[config.mk]
export PLATFORM = sky130hd
export DESIGN_NAME = fifo_wr_arbiter
export DESIGN_NICKNAME = d
export VERILOG_FILES = /design/src/rtl/fifo_arb_pkg.sv /design/src/rtl/fifo_wr_arbiter_rr_pick.sv /design/src/rtl/fifo_wr_arbiter.sv
export SDC_FILE = /design/constraint.sdc
export NUM_CORES = 1
export LEC_CHECK = 0
export ABC_AREA = 1
export ABC_CLOCK_PERIOD_IN_PS = 2000
export CORE_MARGIN = 3
export CORE_UTILIZATION = 34
export DETAILED_ROUTE_END_ITERATION = 12
export GPL_ROUTABILITY_DRIVEN = 0
export PLACE_DENSITY = 0.8
export SYNTH_ARGS = -nofsm -noshare
export SYNTH_HDL_FRONTEND = slang
export SYNTH_SLANG_ARGS = --single-unit
[constraint.sdc]
create_clock -name clk -period 2 [get_ports clk]
set_clock_uncertainty 0.2 [all_clocks]
set_input_delay 0.4 -clock clk [delete_from_list [all_inputs] [get_ports clk]]
set_output_delay 0.4 -clock clk [all_outputs]
set_load 0.01 [all_outputs]
[src/rtl/fifo_arb_pkg.sv]
// Shared types and width helpers for the FIFO write-port arbiter.
package fifo_arb_pkg;

    // Arbiter FSM: IDLE arbitrates (one bubble), XFER moves beats for the holder.
    typedef enum logic {
        IDLE = 1'b0,
        XFER = 1'b1
    } arb_state_t;

    // Default configuration of the arbiter.
    localparam int NREQ_DEF  = 4;
    localparam int BURST_DEF = 4;

    // Width of an index into n requesters (at least one bit).
    function automatic int idx_w(input int n);
        return (n > 1) ? $clog2(n) : 1;
    endfunction

    // Width of a beat counter that must be able to hold the value b.
    function automatic int cnt_w(input int b);
        return $clog2(b) + 1;
    endfunction

    // Grant-index and beat-count widths for the default configuration.
    localparam int GW_DEF = idx_w(NREQ_DEF);
    localparam int CW_DEF = cnt_w(BURST_DEF);

endpackage

[src/rtl/fifo_wr_arbiter_rr_pick.sv]
// Combinational round-robin picker: first asserted request strictly after
// last_grant, wrapping modulo NREQ (NREQ need not be a power of two).
module rr_pick
    import fifo_arb_pkg::*;
#(
    parameter int NREQ = NREQ_DEF,
    parameter int GW   = idx_w(NREQ)
) (
    input  logic [NREQ-1:0] req,
    input  logic [GW-1:0]   last_grant,
    output logic            any,
    output logic [GW-1:0]   winner
);

    logic [2*NREQ-1:0] dbl;
    logic [2*NREQ-1:0] masked;
    logic              found;

    // Duplicate the request vector and drop every lower-copy bit at or below
    // last_grant; the upper copy stays intact and supplies the wrap-around.
    always_comb begin
        dbl    = {req, req};
        masked = dbl;
        for (int i = 0; i < NREQ; i++) begin
            if (i <= int'(last_grant)) begin
                masked[i] = 1'b0;
            end
        end
    end

    // Lowest set bit of the masked vector wins; positions in the upper copy
    // are folded back by an explicit compare-and-subtract.
    always_comb begin
        any    = |req;
        winner = '0;
        found  = 1'b0;
        for (int i = 0; i < 2*NREQ; i++) begin
            if (!found && masked[i]) begin
                found  = 1'b1;
                winner = (i >= NREQ) ? GW'(i - NREQ) : GW'(i);
            end
        end
    end

endmodule

[src/rtl/fifo_wr_arbiter.sv]
// Shares one synchronous FIFO write port among NREQ producers with
// round-robin arbitration and at most BURST beats per grant tenure.
// Handshake: a beat moves on req_valid[g] & req_ready[g]; the holder keeps
// data stable while valid & !ready, and a full FIFO only stalls, never rotates.
module fifo_wr_arbiter
    import fifo_arb_pkg::*;
#(
    parameter int NREQ  = NREQ_DEF,
    parameter int DW    = 8,
    parameter int BURST = BURST_DEF
) (
    input  logic                      clk,
    input  logic                      rst,
    input  logic [NREQ-1:0]           req_valid,
    input  logic [NREQ*DW-1:0]        req_data,
    output logic [NREQ-1:0]           req_ready,
    output logic                      fifo_we,
    output logic [DW-1:0]             fifo_data_in,
    input  logic                      fifo_full,
    output logic [idx_w(NREQ)-1:0]    grant_id,
    output logic                      busy,
    output logic [cnt_w(BURST)-1:0]   beat_cnt
);

    localparam int GW = idx_w(NREQ);
    localparam int CW = cnt_w(BURST);
    localparam logic [CW-1:0] LAST_BEAT = CW'(BURST - 1);
    localparam logic [GW-1:0] LAST_REQ  = GW'(NREQ - 1);

    arb_state_t     state;
    logic [GW-1:0]  last_grant;
    logic [GW-1:0]  winner;
    logic           any;
    logic           g_valid;
    logic [DW-1:0]  g_data;
    logic           port_open;
    logic           accept;

    rr_pick #(
        .NREQ (NREQ),
        .GW   (GW)
    ) u_pick (
        .req        (req_valid),
        .last_grant (last_grant),
        .any        (any),
        .winner     (winner)
    );

    // Select the grant holder's valid and data.
    always_comb begin
        g_valid = 1'b0;
        g_data  = '0;
        for (int i = 0; i < NREQ; i++) begin
            if (GW'(i) == grant_id) begin
                g_valid = req_valid[i];
                g_data  = req_data[i*DW +: DW];
            end
        end
    end

    // The port is open only while transferring, not full and not in reset,
    // so a beat offered during a reset cycle is never written.
    assign port_open = (state == XFER) && !fifo_full && !rst;
    assign accept    = port_open && g_valid;
    assign fifo_we   = accept;
    assign busy      = (state == XFER);

    // Ready goes only to the holder; every other bit stays low.
    always_comb begin
        req_ready = '0;
        for (int i = 0; i < NREQ; i++) begin
            if (GW'(i) == grant_id) begin
                req_ready[i] = port_open;
            end
        end
    end

    // Write data follows the holder in XFER and is zero in IDLE.
    always_comb begin
        fifo_data_in = '0;
        if (state == XFER) begin
            fifo_data_in = g_data;
        end
    end

    // Arbitration FSM with grant, rotation pointer and tenure beat counter.
    always_ff @(posedge clk) begin
        if (rst) begin
            state      <= IDLE;
            grant_id   <= '0;
            last_grant <= LAST_REQ;
            beat_cnt   <= '0;
        end else begin
            case (state)
                IDLE: begin
                    if (any) begin
                        grant_id   <= winner;
                        last_grant <= winner;
                        beat_cnt   <= '0;
                        state      <= XFER;
                    end
                end
                XFER: begin
                    if (!g_valid) begin
                        state <= IDLE;
                    end else if (accept) begin
                        beat_cnt <= beat_cnt + 1'b1;
                        if (beat_cnt == LAST_BEAT) begin
                            state <= IDLE;
                        end
                    end
                end
                default: state <= IDLE;
            endcase
        end
    end

endmodule

==> impl_metrics.py, run 1 <==
metrics = {
    "placement": {
        "placed_cells": 239,
        "io_buffers": 57,
        "place_area_um2": 1528,
        "dp_hpwl_mm": 2.487,
    },
    "power_and_ir_drop": {
        "p_int_uw": 480.4,
        "pwr-share-clk": 0.156,
        "p_leak_nw": 0.8303,
        "ir_drop_mv": 0.4117,
        "combPwrFrac": 0.586,
        "p_per_area_nw_per_um2": 463.7,
        "switching_share": 0.3631,
        "seq_power_share": 0.257,
        "switchingPower_uw": 273.9,
    },
    "setup_path": {
        "crit_chain": "buf_6 > buf_6 > clkdlybuf4s50_1",
        "reg2reg_depth": 10,
        "criticalPathCategory": "register to primary output",
        "reg2reg_slack_ps": 380,
        "crit_top_cell": "buf_6",
        "critPathMaxStageDelay_ps": 530,
        "critPathTopFamily": "buffers and inverters",
        "worstReg2RegEnd": "beat_cnt[2]",
        "critPathCaptureType": "primary output",
        "crit_end": "grant_id[1]",
        "worstSetupStartpointType": "register",
        "crit_cells": 3,
        "startpoint": "grant_id[1]",
        "r2r_start": "grant_id[1]",
        "cp_num_buf_inv": 3,
        "crit_required_ps": 1400,
        "slowest_stage": "clkdlybuf4s50_1",
        "critPathArrivalTime_ps": 1350,
        "cp_max_fo": 4,
    },
    "timing": {
        "slew_headroom": 0.8261,
        "hold_viol_final": 0,
        "setup_viol": 0,
        "max_freq_ghz": 0.5121,
        "fin_crit_ps": 1953,
        "fin_crit_sh": 0.9764,
        "worst_pin_slew_ps": 260.4,
        "final_max_slew_viol_count": 0,
        "rsz0062_at_grt": "yes",
    },
    "synth": {
        "yosys-top-cells-count": "nand2_1, inv_1, a21oi_1, nor2_1",
        "yosysTopAreaCell": "dfxtp_1",
        "netlist_instances": 136,
        "synth_cell_types": 21,
        "yosysSeqAreaShare": 0.2032,
        "syn_area_um2": 788.3,
        "synth_nets": 177,
        "synth_most_common_cell": "nand2_1",
        "ys.flop_type": "dfxtp_1",
        "ys_warn_count": 0,
        "synth_seq_cells": 8,
        "synth_top_area_share": 0.2032,
        "synth_area_leaders": "dfxtp_1, nand2_1, a21oi_1, inv_1, nor2_1",
        "async_flop_share": 0,
        "synth-edff-count": 0,
        "avgSynthCellArea_um2": 5.796,
    },
    "finish": {
        "final_nets": 262,
        "finalInstanceArea_um2": 1627,
        "area_delta_synth_final_pct": 106.3,
        "layoutNonFillerInstCount": 246,
        "layout-drive-gt1-share": 0.3196,
        "antenna_cells": 0,
    },
    "clock_tree": {
        "cts_root_buffer": "clkbuf_4",
        "cts_tree": "built",
        "clk_latency_ps": 240,
        "cts_sinks": 8,
        "cts.htree.levels": 1,
        "clkTransAtPathRegs_ps": 50,
        "hold_buffers": 0,
        "cts_buffers": 3,
        "clockBufferDepth": 2,
    },
    "floorplanning": {
        "die_w_um": 54.15,
        "num_io_pins": 58,
        "num_rows": 16,
        "die_area_um2": 2932,
        "die_y_um": 54.15,
        "core_area_um2": 2082,
        "start_util": 0.3786,
    },
    "min_path": {
        "min_path_type": "register to register",
    },
    "outcome": {
        "outcome": "completed",
    },
    "drt": {
        "drtIter0Drc": 15,
        "vias": 1213,
        "wl_mm": 3.235,
        "viasPerCell": 4.931,
        "antenna_left": 0,
        "wl_per_cell_um": 13.15,
        "route.detailed.drc": 0,
        "first_pass_iters": 4,
    },
    "global_routing": {
        "grt_pass1_wl_mm": 4.871,
        "grt_max_degree": 10,
        "antenna_found_initial": 0,
        "grt_use_total": 0.2251,
        "grt_pass1_vias": 1151,
        "overflow": 0,
    },
    "run": {
        "drv_cap": 0,
    },
}
## worst min-delay path by stage
stage | depth (start not counted) | from | slack, ps | endpoint
2_1_floorplan | 2 | last_grant[0] | 250 | last_grant[0]
3_3_place_gp | 2 | last_grant[0] | 270 | last_grant[0]
3_5_place_dp | 2 | last_grant[0] | 290 | last_grant[0]
4_1_cts | 2 | last_grant[0] | 300 | last_grant[0]
5_1_grt | 2 | last_grant[0] | 330 | last_grant[0]
6_report | 2 | last_grant[0] | 300 | last_grant[0]
## tightest hold or removal path: cells and delay by family, from the launching register on
| kind | cells | cell delay, ps |
|---|---|---|
| flip-flops | 1 | 340 |
| AO/OA/AOI/OAI | 1 | 70 |
| AND/OR/NAND/NOR | 1 | 50 |
## power by group through the flow
stage / Combinational, mW / Clock (mW) / Sequential, mW
2_1_floorplan: 0.178 / 0 / 0.194
3_5_place_dp: 0.410 / 0 / 0.194
5_1_grt: 0.485 / 0.130 / 0.196
3_3_place_gp: 0.402 / 0 / 0.192
6_report: 0.442 / 0.118 / 0.194
4_1_cts: 0.411 / 0.119 / 0.190
## registers in the layout (all words and copies together), names as in the netlist
| name | count |
|---|---|
| last_grant | 2 |
| grant_id | 2 |
| busy | 1 |
| beat_cnt | 3 |
## cell usage in the layout (no fill, tap or decap), types with 4 or more instances in the layout
master	count
nand2_1	37
buf_2	10
o21ai_1	7
clkdlybuf4s50_1	37
inv_1	13
nor2_1	10
dfxtp_1	5
dlygate4sd2_1	4
buf_4	23
buf_6	5
a21oi_1	14
nand2_2	4
nand3_1	10
inv_2	4
## area by class of cell
cell class	count	area [um^2]
timing repair buffer	83	726.9
multi-input combinational	105	586.8
fill	160	455.4
sequential	8	168.9
inverter	20	87.58
tap	27	33.78
clock buffer	3	22.52
## cells by family (layout without fill, tap and decap cells)
family	after synthesis	in the layout	share of synthesized area
buf+inv	23	106	0.1333
compound gates	32	32	0.2270
fa+ha+maj	2	2	0.03174
simple gates	71	71	0.4048
flops	8	8	0.2032
## layer usage
layer	routed length [um]	GRT usage	up-vias
li1	-	-	610
met3	425	0.06094	4
met5	0	0	-
met1	1168	0.2290	545
met4	24	0.04979	0
met2	1616	0.4442	54
## stage by stage
| stage | TNS, ps | setup slack, ps | total power, mW | util | hold slack [ps] |
|---|---|---|---|---|---|
| after floorplan | 0 | 249.0 | 0.3720 | - | 254.5 |
| after global placement | -5813 | -533.5 | 0.5948 | 0.7338 | 273.5 |
| after detailed placement | -6010 | -571.5 | 0.6033 | 0.7338 | 291.6 |
| after CTS | -1.085 | -1.085 | 0.7198 | 0.7422 | 301.6 |
| after global routing | -59.84 | -28.93 | 0.8113 | 0.7813 | 325.6 |
| final | 0 | 47.17 | 0.7543 | 0.7813 | 297.9 |
## timing repair
action / CTS / global route
gates resized for setup: 68 / 33
pin swaps: 9 / 11
setup buffers: 4 / 0
endpoints found under the setup margin: 13 / 14
hold endpoints to repair: 0 / 0
Note: power is estimated with default switching activity, not from simulation.
==> run 2, diff against run 1 <==
--- a/config.mk
+++ b/config.mk
@@ -8,10 +8,10 @@
 export ABC_AREA = 1
 export ABC_CLOCK_PERIOD_IN_PS = 2000
 export CORE_MARGIN = 3
-export CORE_UTILIZATION = 34
+export CORE_UTILIZATION = 25
 export DETAILED_ROUTE_END_ITERATION = 12
 export GPL_ROUTABILITY_DRIVEN = 0
-export PLACE_DENSITY = 0.8
+export SKIP_CTS_REPAIR_TIMING = 1
 export SYNTH_ARGS = -nofsm -noshare
 export SYNTH_HDL_FRONTEND = slang
 export SYNTH_SLANG_ARGS = --single-unit
==> run 2 against run 1 <==
Against the previous run: total power about the same; register-to-register slack better by 130 ps; combinational power fell by 1%; critical endpoint is now fifo_data_in[4]; sequential share of layout area is essentially flat; via count decreased by 1.6%; non-clock buffer count up 1.
==> impl_metrics.py, run 2 (synthesis gave the netlist of run 1 again) <==
metrics = {
    "outcome": {
        "outcome": "completed",
    },
    "finish": {
        "area_delta_synth_final_pct": 107.3,
        "layoutNonFillerInstCount": 262,
        "multi_input_area_um2": 555.5,
        "antenna_cells": 0,
        "mostFrequentLayoutCells": "nand2_1, clkdlybuf4s50_1, buf_4",
        "largest_reg_flops": 3,
        "final_nets": 263,
        "fillers": 293,
        "regMostFlops": "beat_cnt",
        "layout-drive-gt1-share": 0.3000,
        "largest_registers": "beat_cnt x3, grant_id x2, last_grant x2",
        "seq_area_um2": 168.9,
        "finalInstanceArea_um2": 1634,
        "layout_commonest_cell": "nand2_1",
    },
    "min_path": {
        "hold_path.startpoint": "last_grant[0]",
        "min_path_type": "register to register",
        "worstHoldEndpoint": "last_grant[0]",
        "hold_path_depth": 2,
    },
    "power_and_ir_drop": {
        "p_int_uw": 483.7,
        "pwr-share-clk": 0.165,
        "p_per_area_nw_per_um2": 462.0,
        "switching_share": 0.3593,
        "combPwrFrac": 0.578,
        "seq_power_share": 0.257,
        "p_leak_nw": 0.8845,
        "switchingPower_uw": 271.3,
        "ir_drop_mv": 0.3597,
    },
    "setup_path": {
        "criticalPathCategory": "register to primary output",
        "crit_required_ps": 1400,
        "r2r_start": "grant_id[0]",
        "critPathCaptureType": "primary output",
        "worstReg2RegEnd": "beat_cnt[0]",
        "worstSetupStartpointType": "register",
        "reg2reg_slack_ps": 510,
        "critPathArrivalTime_ps": 1360,
        "reg2reg_depth": 8,
        "cp_max_fo": 6,
    },
    "global_routing": {
        "antenna_found_initial": 0,
        "grt_pass1_wl_mm": 5.064,
        "grt_pass1_vias": 1153,
        "grt_use_total": 0.1551,
        "overflow": 0,
        "grt_max_degree": 10,
    },
    "timing": {
        "final_max_slew_viol_count": 0,
        "fin_crit_sh": 0.9776,
        "worst_pin_slew_ps": 263.8,
        "slew_headroom": 0.8238,
        "max_freq_ghz": 0.5114,
        "setup_viol": 0,
        "tns_ps": 0,
        "fin_crit_ps": 1955,
        "rsz0062_at_grt": "yes",
        "fin_ws_ps": 44.76,
        "hold_viol_final": 0,
    },
    "floorplanning": {
        "core_area_um2": 2877,
        "die_w_um": 62.15,
        "start_util": 0.2740,
        "num_io_pins": 58,
        "die_y_um": 62.15,
        "die_area_um2": 3863,
        "num_rows": 19,
    },
    "placement": {
        "io_buffers": 57,
        "place_area_um2": 1546,
        "dp_hpwl_mm": 2.459,
        "place_worst_setup_slack_ps": -546.8,
        "placed_cells": 254,
    },
    "clock_tree": {
        "cts_root_buffer": "clkbuf_4",
        "clkTransAtPathRegs_ps": 50,
        "cts_sinks": 8,
        "clk_latency_ps": 260,
        "cts_tree": "built",
        "cts.htree.levels": 1,
        "clockBufferDepth": 2,
        "cts_buffers": 3,
    },
    "drt": {
        "viasPerCell": 4.557,
        "drtIter0Drc": 68,
        "vias": 1194,
        "route.detailed.drc": 0,
        "wl_mm": 3.083,
        "first_pass_iters": 4,
        "antenna_left": 0,
        "wl_per_cell_um": 11.77,
    },
    "run": {
        "drv_cap": 0,
    },
}
## run 2: power groups by stage
stage / combinational, mW / clock [mW] / sequential, mW
global placement: 0.414 / 0 / 0.192
global route: 0.485 / 0.134 / 0.197
detailed placement: 0.421 / 0 / 0.192
floorplan: 0.178 / 0 / 0.194
finish: 0.436 / 0.125 / 0.194
CTS: 0.423 / 0.130 / 0.189
## run 2: final cells by class
type                       count  area share
tap                           42     0.03216
timing repair buffer          84      0.4602
clock buffer                   3     0.01378
sequential                     8      0.1034
inverter                      20     0.05054
multi-input combinational    105      0.3400
## run 2: through the flow
stage | power, mW | util | hold slack (ps)
after floorplan | 0.3720 | - | 254.5
after global placement | 0.6058 | 0.5376 | 278.6
after detailed placement | 0.6133 | 0.5376 | 289.8
after CTS | 0.7415 | 0.5455 | 299.0
after global routing | 0.8161 | 0.5681 | 330.3
final | 0.7550 | 0.5681 | 298.4
## run 2: per-layer routing
layer  routed length (um)  GRT usage  vias to the layer above  part of all wire
met4                   23    0.04144                        0            0.0075
met1                 1425     0.2050                      523              0.46
met2                 1420     0.2581                       55              0.46
met3                  214    0.02883                        3             0.069
met5                    0          0                        -                 0
li1                     -          -                      613                 -
## run 2: worst max path at each step
stage                     start               to  slack [ps]  cells after the start
floorplan                  busy     req_ready[0]         250                      5
global placement      fifo_full     req_ready[3]        -530                      6
detailed placement    fifo_full     req_ready[3]        -550                      6
CTS                   fifo_full     req_ready[3]        -550                      6
global route        grant_id[0]  fifo_data_in[4]         -50                      7
finish              grant_id[0]  fifo_data_in[4]          40                      7
## run 2: critical path, cell delays in order, from the launching register on
cell and delay, ps:
dfxtp_4 370, inv_4 80, buf_6 110, nor2_1 40, nor2_1 80, o221ai_1 120, a21oi_1 150, buf_2 140
